File: src/rtl/audio_mix_sched_if.sv
// Source/mix bundle for the shared-multiplier audio mixer.
// Master drives the sources; slave is the mixer.
interface audio_mix_sched_if #(
    parameter int NUM_PAIRS = 2
);
    localparam int N = 2 * NUM_PAIRS;

    logic               next_sample;
    logic [16*N-1:0]    src_data;
    logic [7*N-1:0]     src_gain;
    logic [N-1:0]       src_en;
    logic               overrun_clr;
    logic signed [15:0] mix_left;
    logic signed [15:0] mix_right;
    logic               mix_valid;
    logic               busy;
    logic               overrun;

    modport master (
        output next_sample, src_data, src_gain, src_en, overrun_clr,
        input  mix_left, mix_right, mix_valid, busy, overrun
    );

    modport slave (
        input  next_sample, src_data, src_gain, src_en, overrun_clr,
        output mix_left, mix_right, mix_valid, busy, overrun
    );
endinterface

File: src/rtl/audio_mix_sched.sv
// Time-multiplexed gain + stereo mix over one signed 16x7 multiplier.
// One slot per RUN cycle, then drain, then a saturated registered output.
module audio_mix_sched #(
    parameter int NUM_PAIRS = 2,
    parameter int ACC_W     = 26
) (
    input logic              clk,
    input logic              rst,
    audio_mix_sched_if.slave bus
);
    localparam int N  = 2 * NUM_PAIRS;
    localparam int SW = (N > 1) ? $clog2(N) : 1;

    localparam logic [1:0] IDLE  = 2'd0;
    localparam logic [1:0] RUN   = 2'd1;
    localparam logic [1:0] DRAIN = 2'd2;
    localparam logic [1:0] DONE  = 2'd3;

    localparam logic signed [ACC_W-1:0] SAT_MAX = ACC_W'(32767);
    localparam logic signed [ACC_W-1:0] SAT_MIN = ACC_W'(-32768);

    logic [1:0]             state;
    logic [SW-1:0]          slot;
    logic [N-1:0][15:0]     sh_data;
    logic [N-1:0][6:0]      sh_gain;
    logic [N-1:0]           sh_en;
    logic signed [22:0]     prod;
    logic                   prod_vld;
    logic                   prod_odd;
    logic signed [ACC_W-1:0] acc_l;
    logic signed [ACC_W-1:0] acc_r;
    logic signed [15:0]     mix_l;
    logic signed [15:0]     mix_r;
    logic                   valid;
    logic                   ovr;

    logic signed [15:0]     cur_d;
    logic signed [7:0]      cur_g;
    logic signed [23:0]     p_full;
    logic signed [22:0]     prod_next;
    logic signed [ACC_W-1:0] prod_ext;

    function automatic logic signed [15:0] sat16(
        input logic signed [ACC_W-1:0] a
    );
        logic signed [ACC_W-1:0] s;
        s = a >>> 6;
        if (s > SAT_MAX)
            return 16'sh7fff;
        else if (s < SAT_MIN)
            return 16'sh8000;
        else
            return s[15:0];
    endfunction

    // Gain is zero-extended so 0..127 stays positive in the signed product.
    always_comb begin
        cur_d     = sh_data[slot];
        cur_g     = {1'b0, sh_gain[slot]};
        p_full    = cur_d * cur_g;
        prod_next = sh_en[slot] ? p_full[22:0] : '0;
        prod_ext  = {{(ACC_W-23){prod[22]}}, prod};
    end

    always_ff @(posedge clk) begin
        if (rst) begin
            state    <= IDLE;
            slot     <= '0;
            sh_data  <= '0;
            sh_gain  <= '0;
            sh_en    <= '0;
            prod     <= '0;
            prod_vld <= 1'b0;
            prod_odd <= 1'b0;
            acc_l    <= '0;
            acc_r    <= '0;
            mix_l    <= '0;
            mix_r    <= '0;
            valid    <= 1'b0;
            ovr      <= 1'b0;
        end else begin
            valid    <= 1'b0;
            prod_vld <= 1'b0;

            if (bus.next_sample && state != IDLE)
                ovr <= 1'b1;
            else if (bus.overrun_clr)
                ovr <= 1'b0;

            // Product registered last cycle lands in its channel now.
            if (prod_vld) begin
                if (prod_odd)
                    acc_r <= acc_r + prod_ext;
                else
                    acc_l <= acc_l + prod_ext;
            end

            case (state)
                IDLE: begin
                    if (bus.next_sample) begin
                        sh_data <= bus.src_data;
                        sh_gain <= bus.src_gain;
                        sh_en   <= bus.src_en;
                        acc_l   <= '0;
                        acc_r   <= '0;
                        slot    <= '0;
                        state   <= RUN;
                    end
                end
                RUN: begin
                    prod     <= prod_next;
                    prod_odd <= slot[0];
                    prod_vld <= 1'b1;
                    if (slot == SW'(N - 1)) begin
                        slot  <= '0;
                        state <= DRAIN;
                    end else begin
                        slot <= slot + 1'b1;
                    end
                end
                DRAIN: begin
                    state <= DONE;
                end
                DONE: begin
                    mix_l <= sat16(acc_l);
                    mix_r <= sat16(acc_r);
                    valid <= 1'b1;
                    state <= IDLE;
                end
                default: state <= IDLE;
            endcase
        end
    end

    assign bus.mix_left  = mix_l;
    assign bus.mix_right = mix_r;
    assign bus.mix_valid = valid;
    assign bus.busy      = (state != IDLE);
    assign bus.overrun   = ovr;
endmodule

File: src/flat_wrapper.sv
// flat-port wrapper written by rule: the top's interface ports become plain ports
module audio_mix_sched_flat 
#(
    parameter int NUM_PAIRS = 2,
    parameter int ACC_W     = 26
)
  (clk, rst, bus_next_sample, bus_src_data, bus_src_gain, bus_src_en, bus_overrun_clr, bus_mix_left, bus_mix_right, bus_mix_valid, bus_busy, bus_overrun);
  audio_mix_sched_if #(.NUM_PAIRS(NUM_PAIRS)) bus_i ();
  input logic clk;
  input logic rst;
  input wire logic [$bits(bus_i.next_sample)-1:0] bus_next_sample;
  input wire logic [$bits(bus_i.src_data)-1:0] bus_src_data;
  input wire logic [$bits(bus_i.src_gain)-1:0] bus_src_gain;
  input wire logic [$bits(bus_i.src_en)-1:0] bus_src_en;
  input wire logic [$bits(bus_i.overrun_clr)-1:0] bus_overrun_clr;
  output wire logic [$bits(bus_i.mix_left)-1:0] bus_mix_left;
  output wire logic [$bits(bus_i.mix_right)-1:0] bus_mix_right;
  output wire logic [$bits(bus_i.mix_valid)-1:0] bus_mix_valid;
  output wire logic [$bits(bus_i.busy)-1:0] bus_busy;
  output wire logic [$bits(bus_i.overrun)-1:0] bus_overrun;
  assign bus_i.next_sample = bus_next_sample;
  assign bus_i.src_data = bus_src_data;
  assign bus_i.src_gain = bus_src_gain;
  assign bus_i.src_en = bus_src_en;
  assign bus_i.overrun_clr = bus_overrun_clr;
  assign bus_mix_left = bus_i.mix_left;
  assign bus_mix_right = bus_i.mix_right;
  assign bus_mix_valid = bus_i.mix_valid;
  assign bus_busy = bus_i.busy;
  assign bus_overrun = bus_i.overrun;
  audio_mix_sched #(.NUM_PAIRS(NUM_PAIRS), .ACC_W(ACC_W)) u_core (.clk(clk), .rst(rst), .bus(bus_i));
endmodule
File: config.mk
export PLATFORM = sky130hd
export DESIGN_NAME = audio_mix_sched_flat
export DESIGN_NICKNAME = d
export VERILOG_FILES = /design/src/rtl/audio_mix_sched_if.sv /design/src/rtl/audio_mix_sched.sv /design/src/flat_wrapper.sv
export SDC_FILE = /design/constraint.sdc
export NUM_CORES = 1
export LEC_CHECK = 0
export BUFFER_PORTS_ARGS = -buffer_cell sky130_fd_sc_hd__buf_2
export CAP_MARGIN = 30
export CORE_MARGIN = 3
export CORE_UTILIZATION = 60
export DETAILED_ROUTE_END_ITERATION = 6
export HOLD_SLACK_MARGIN = 0.12
export PLACE_DENSITY = 0.82
export SETUP_SLACK_MARGIN = 0.02
export SYNTH_ARGS = -nofsm -noshare
export SYNTH_HDL_FRONTEND = slang
export SYNTH_SLANG_ARGS = --single-unit
File: constraint.sdc
create_clock -name clk -period 17.26 [get_ports clk]
set_clock_uncertainty 0.2 [all_clocks]
set_input_delay 3.452 -clock clk [delete_from_list [all_inputs] [get_ports clk]]
set_output_delay 3.452 -clock clk [all_outputs]
set_load 0.1 [all_outputs]
* Word level (Yosys, flattened, before mapping)
Cells that the tools add are included.
** Word-level totals
- Output and inout bits :: 35
- Bits in registers :: 211
- Input port bits :: 100
- Word-level logic and storage cells :: 72
** Cells by class
- Eq/ne operators :: 6
- Add/sub/neg operators :: 3
- Multiplexer cells :: 29
- Reductions and logical operators :: 8
- Multipliers :: 1
- $lt $le $gt $ge :: 5
** Operators by type and width (number)
- $mux W26 :: 8
- $mux W16 :: 5
- $add A26 B23 Y26 :: 2
- $gt A20 B16 Y1 const B :: 2
- $lt A20 B16 Y1 const B :: 2
- $bmux W16 S2 :: 1
- $mul A16 B8 Y23 :: 1
- $mux W23 :: 1
- $bmux W7 S2 :: 1
- $mux W2 :: 4
- $pmux W2 S4 :: 1
- $mux W7 :: 1
- $eq A2 B2 Y1 const B :: 3
- $reduce_and A2 Y1 :: 3
- $reduce_bool A2 Y1 :: 3
- $mux W1 :: 5
- $pmux W2 S2 :: 1
- $lt A2 B3 Y1 const B :: 1
- $add A2 B1 Y2 const B :: 1
- $bmux W1 S2 :: 1
- $eq A2 B1 Y1 const B :: 1
- $logic_not A2 Y1 :: 1
- $ne A2 B1 Y1 const B :: 1
- $ne A2 B2 Y1 const B :: 1
- $logic_and A1 B1 Y1 :: 1

* Longest topological paths before layout
- Depth in word-level cells :: 5
- Gate-level depth with buffers :: 22
- Depth with buffers taken out :: 20

* Worst setup path before layout
OpenSTA, ideal clock, no wires.
- Path type :: register to register
- Start :: reg u_core.slot[0]
- End :: reg u_core.prod[22]
- Cell stages (with the launch flop) :: 23
- Clock period less this slack :: 6.285 ns
- Slack :: 10.975 ns
- Data arrival time :: 5.969 ns
- Cell sequence :: dfxtp_1 clkbuf_1 buf_2 mux4_2 clkbuf_1 nand2_1 fa_1 fa_1 inv_1 fa_1 inv_1 fa_1 inv_1 ha_1 o21ai_0 nand2b_1 a31o_2 a21oi_1 nor2_1 nor4_1 o31ai_1 xnor2_1 a22o_1
** On the way
- Cells in the longest elaborated chain, start to end :: 4
- Elaborated cells on any way between the ends :: 8
** RTL lines
- from (decl) :: RTL line audio_mix_sched.sv:23 : logic [SW-1:0] slot;
- from (signal assigned) :: RTL line audio_mix_sched.sv:118 : slot <= slot + 1'b1;
- $bmux W16 S2 or $bmux W7 S2 (tied branches) :: RTL line audio_mix_sched.sv:58, audio_mix_sched.sv:59
- $mux W16 (not written as such) or $mux W7 (tied branches) :: RTL line audio_mix_sched.sv:58, audio_mix_sched.sv:59
- $mul A16 B8 Y23 :: RTL line audio_mix_sched.sv:60 : p_full = cur_d * cur_g;
- $mux W23 * :: RTL line audio_mix_sched.sv:61 : prod_next = sh_en[slot] ? p_full[22:0] : '0;
- to (signal assigned) :: RTL line audio_mix_sched.sv:111 : prod <= prod_next;
- to (decl) :: RTL line audio_mix_sched.sv:27 : logic signed [22:0] prod;
Mark *: on every way between the ends. The rest lies on a longest branch, timed or not. The select of a mux whose other input is x is not followed.
A chain may end at the register's enable or synchronous reset.

* Final worst setup path
- Start :: reg u_core.slot[0]
- End :: reg u_core.prod[21]
Same word-level chain as after synthesis.

==> flow_metrics.tcl <==
set metrics [dict create \
    fp-row-count 55 \
    dieHeight_um 161 \
    finalSetupViolations 0 \
    outcome "finished clean" \
    end_kind "flip-flop" \
    yosysWarnings 0 \
    grt-ovfl-total 0 \
    cts_tree "yes" \
    slew_violations 0 \
    clockBufferDepth 3 \
    vias_per_cell 5.68 \
    cts_buffers 23 \
    hold_class "flip-flop to flip-flop" \
    grt_setup_unrepaired "no" \
    fin_setup_tns_ps 0 \
    dpl_cell_area_um2 15100 \
    grt_antenna_before_repair 0 \
    critPathTopFamily "adder cells" \
    fin_crit_sh_pct 37.9 \
    cts_hold_buf 0 \
    synth_nets 1995 \
    relSlewSlack_pct 37.2 \
    drtIter0Drc 763 \
    cts.sink_count 211 \
    synthCells 1708 \
    start_kind "flip-flop" \
    wl_um 32800 \
    synth_top_area_share_pct 29.4 \
    path_common_cell "fa_1" \
    postCtsSetupBuffers 0 \
    tightest_slew_ps 942 \
    final_area_um2 15900 \
    initial_utilization_pct 62.2 \
    drc_errors 0 \
    coreArea_um2 23100 \
    crit_fanout 28 \
    track_usage_pct 25.1 \
    clkTransAtPathRegs_ps 70 \
    grt_pass1_wl_um 55100 \
    clock_latency_ps 510 \
    die_x_um 161 \
    critPathArrivalTime_ps 6730 \
    dp_cells 2085 \
    crit_path_max_incr_delay_ps 950 \
    hold_viol 0 \
    drt_first_pass_iters 6 \
    ys_types 78 \
    drive_gt1_share_pct 12.9 \
    synth_ff_type "dfxtp_1" \
    r2r_slack_ps 10710 \
    htree_levels 1 \
    synth-edff-count 0 \
    nFillCells 1800 \
    cp_slowest_cell "dfxtp_2" \
    powerDensity_nw_per_um2 97.7 \
    critPathBufInv 2 \
    netlist_top_cells_area "dfxtp_1 29%, fa_1 12%, ha_1 8.8%, nand2_1 8.8%, a21oi_1 7.8%" \
    max_freq_mhz 153 \
    die_area_um2 25800 \
    synth_area_per_cell_um2 8.40 \
    gp_congestion 0.894 \
    final-seq-area_um2 4230 \
    ys_seq_elements 211 \
    ant_nets 0 \
    p_leak_nw 7.06 \
    syn-cell-area_um2 14400 \
    path_cells "mux4_2 -> and2_1 -> fa_1 -> fa_1 -> ha_1 -> inv_1 -> fa_1 -> inv_1 -> ha_1 -> a21oi_1 -> o21ai_1 -> a2111oi_0 -> nor3_1 -> a31oi_1 -> a21oi_1 -> a41oi_1 -> mux2i_1 -> nand3_1" \
    ir_drop_uv 83.8 \
    vias 12100 \
    maxCapViolCount 0 \
    grt_max_degree 108 \
    root_buffer "clkbuf_16" \
    wl_per_cell_um 15.5 \
    required_ps 17440 \
    first_global_vias 11700 \
    multiInputGateArea_um2 9240 \
    ys_seq_area_share_pct 29.4 \
    critPathKind "flip-flop to flip-flop" \
    fin_util_pct 69.0 \
    layout_min_cycle_time_ps 6550 \
    hpwl_um 24500 \
    areaGrowthSynthToFinish_pct 10.9 \
    finalPower_mw 1.56 \
    nets 2085 \
    cts_resized 0 \
    top_level_ports 135 \
    post_layout_nonfiller_instances 2124 \
    port_buffers 134 \
    async_flop_share_pct 0 \
    diodes 0 \
    yosys.area.top_type "dfxtp_1" \
]
cells by family after synthesis:
kind of cell	Yosys count	share of synthesized area [%]
xor gates and xnor gates	58	3.54
buffers and inverters	224	6.22
DFF	211	29.4
adders and majority gates	187	20.8
AOI/OAI and AO/OA	391	15.9
and+or+nand+nor	606	19.8
muxes	31	4.25
cell usage after synthesis, types with 3 or more instances:
cell type,n
nand2_1,336
a21oi_1,224
dfxtp_1,211
inv_1,142
ha_1,101
fa_1,86
and2_1,81
clkbuf_1,64
nor2_1,49
o21ai_0,45
nand2b_1,39
xnor2_1,36
nand3_1,28
mux4_2,24
o21ai_1,24
xor2_1,22
a21o_1,19
nor3_1,13
o21bai_1,12
buf_1,11
a211oi_1,8
nand4_1,8
nor2b_1,8
mux2i_1,7
a31oi_1,6
a41oi_1,5
nor3b_1,5
nor4_1,5
o211ai_1,5
a22oi_1,4
a311oi_1,4
o31ai_1,4
or3_1,4
a21boi_1,3
a32oi_1,3
clkbuf_8,3
nand4b_1,3
or2_2,3
or4_1,3
power breakdown:
part	leakage, nW	internal (mW)	switching, mW
clock	0.369	0.286	0.193
sequential	1.72	0.539	0.0407
combinational	4.98	0.171	0.326
total	7.06	0.996	0.559
registers in the layout (all words and copies together), names as in the netlist:
register and count:
u_core.acc_l 26, u_core.acc_r 26, u_core.bus.mix_left 16, u_core.bus.mix_right 16
u_core.bus.mix_valid 1, u_core.bus.overrun 1, u_core.prod 23, u_core.prod_odd 1
u_core.prod_vld 1, u_core.sh_data 64, u_core.sh_en 4, u_core.sh_gain 28
u_core.slot 2, u_core.state 2
cell type report:
cell class	count	share of cell area, %
clock buffer	31	4.25
tap	313	2.46
sequential	211	26.6
timing repair buffer	146	4.92
clock inverter	7	0.393
inverter	143	3.38
multi-input combinational	1273	58.0
layer usage:
layer	routed length [um]	part of all wire, %	global-route usage (%)	up-vias
met4	1120	3.4	8.60	0
li1	-	-	-	5910
met3	1970	6.0	3.07	71
met1	14300	43	33.3	5702
met2	15500	47	42.6	379
met5	0	0	0	-
tightest hold or removal path, cell delays in order (launching register included):
cell,delay [ps]
dfxtp_1,300
nand2_1,50
a21oi_1,50
path summary, 6_finish.rpt:
check | from | cells past startpoint | to
setup / recovery | u_core.slot[0]$_SDFFE_PP0P_ | 18 | u_core.prod[21]$_SDFFE_PP0P_
hold / removal | u_core.sh_data[62]$_SDFFE_PP0P_ | 2 | u_core.sh_data[62]$_SDFFE_PP0P_
setup reg to reg | u_core.slot[0]$_SDFFE_PP0P_ | 18 | u_core.prod[21]$_SDFFE_PP0P_
hold reg to reg | u_core.sh_data[62]$_SDFFE_PP0P_ | 2 | u_core.sh_data[62]$_SDFFE_PP0P_
per-stage QoR:
step | setup slack, ps | hold slack [ps]
finish | 10710 | 252
global route | 10230 | 271
CTS | 10690 | 253
detailed placement | 10690 | 245
global placement | 10880 | 239
floorplan | 10970 | 233
placed cells by master (no fill, tap or decap), types with 4 or more instances in the layout:
| master | count |
|---|---|
| inv_1 | 142 |
| xnor2_1 | 36 |
| a31oi_1 | 6 |
| buf_2 | 133 |
| o21bai_1 | 12 |
| clkbuf_16 | 23 |
| o21ai_0 | 45 |
| nor3b_1 | 5 |
| ha_1 | 101 |
| dfxtp_1 | 210 |
| nand4_1 | 8 |
| a41oi_1 | 5 |
| o31ai_1 | 4 |
| mux2i_1 | 7 |
| o211ai_1 | 5 |
| clkbuf_8 | 7 |
| a21oi_1 | 224 |
| nand2b_1 | 38 |
| nor4_1 | 5 |
| nor2b_1 | 8 |
| nor2_1 | 49 |
| a21o_1 | 19 |
| clkinv_2 | 6 |
| buf_4 | 12 |
| o21ai_1 | 24 |
| a211oi_1 | 8 |
| mux4_2 | 24 |
| a311oi_1 | 4 |
| xor2_1 | 22 |
| fa_1 | 86 |
| nand2_1 | 336 |
| and2_1 | 80 |
| a22oi_1 | 4 |
| or3_1 | 4 |
| nand3_1 | 28 |
| nor3_1 | 13 |
Power figures use the tool's default switching activity.
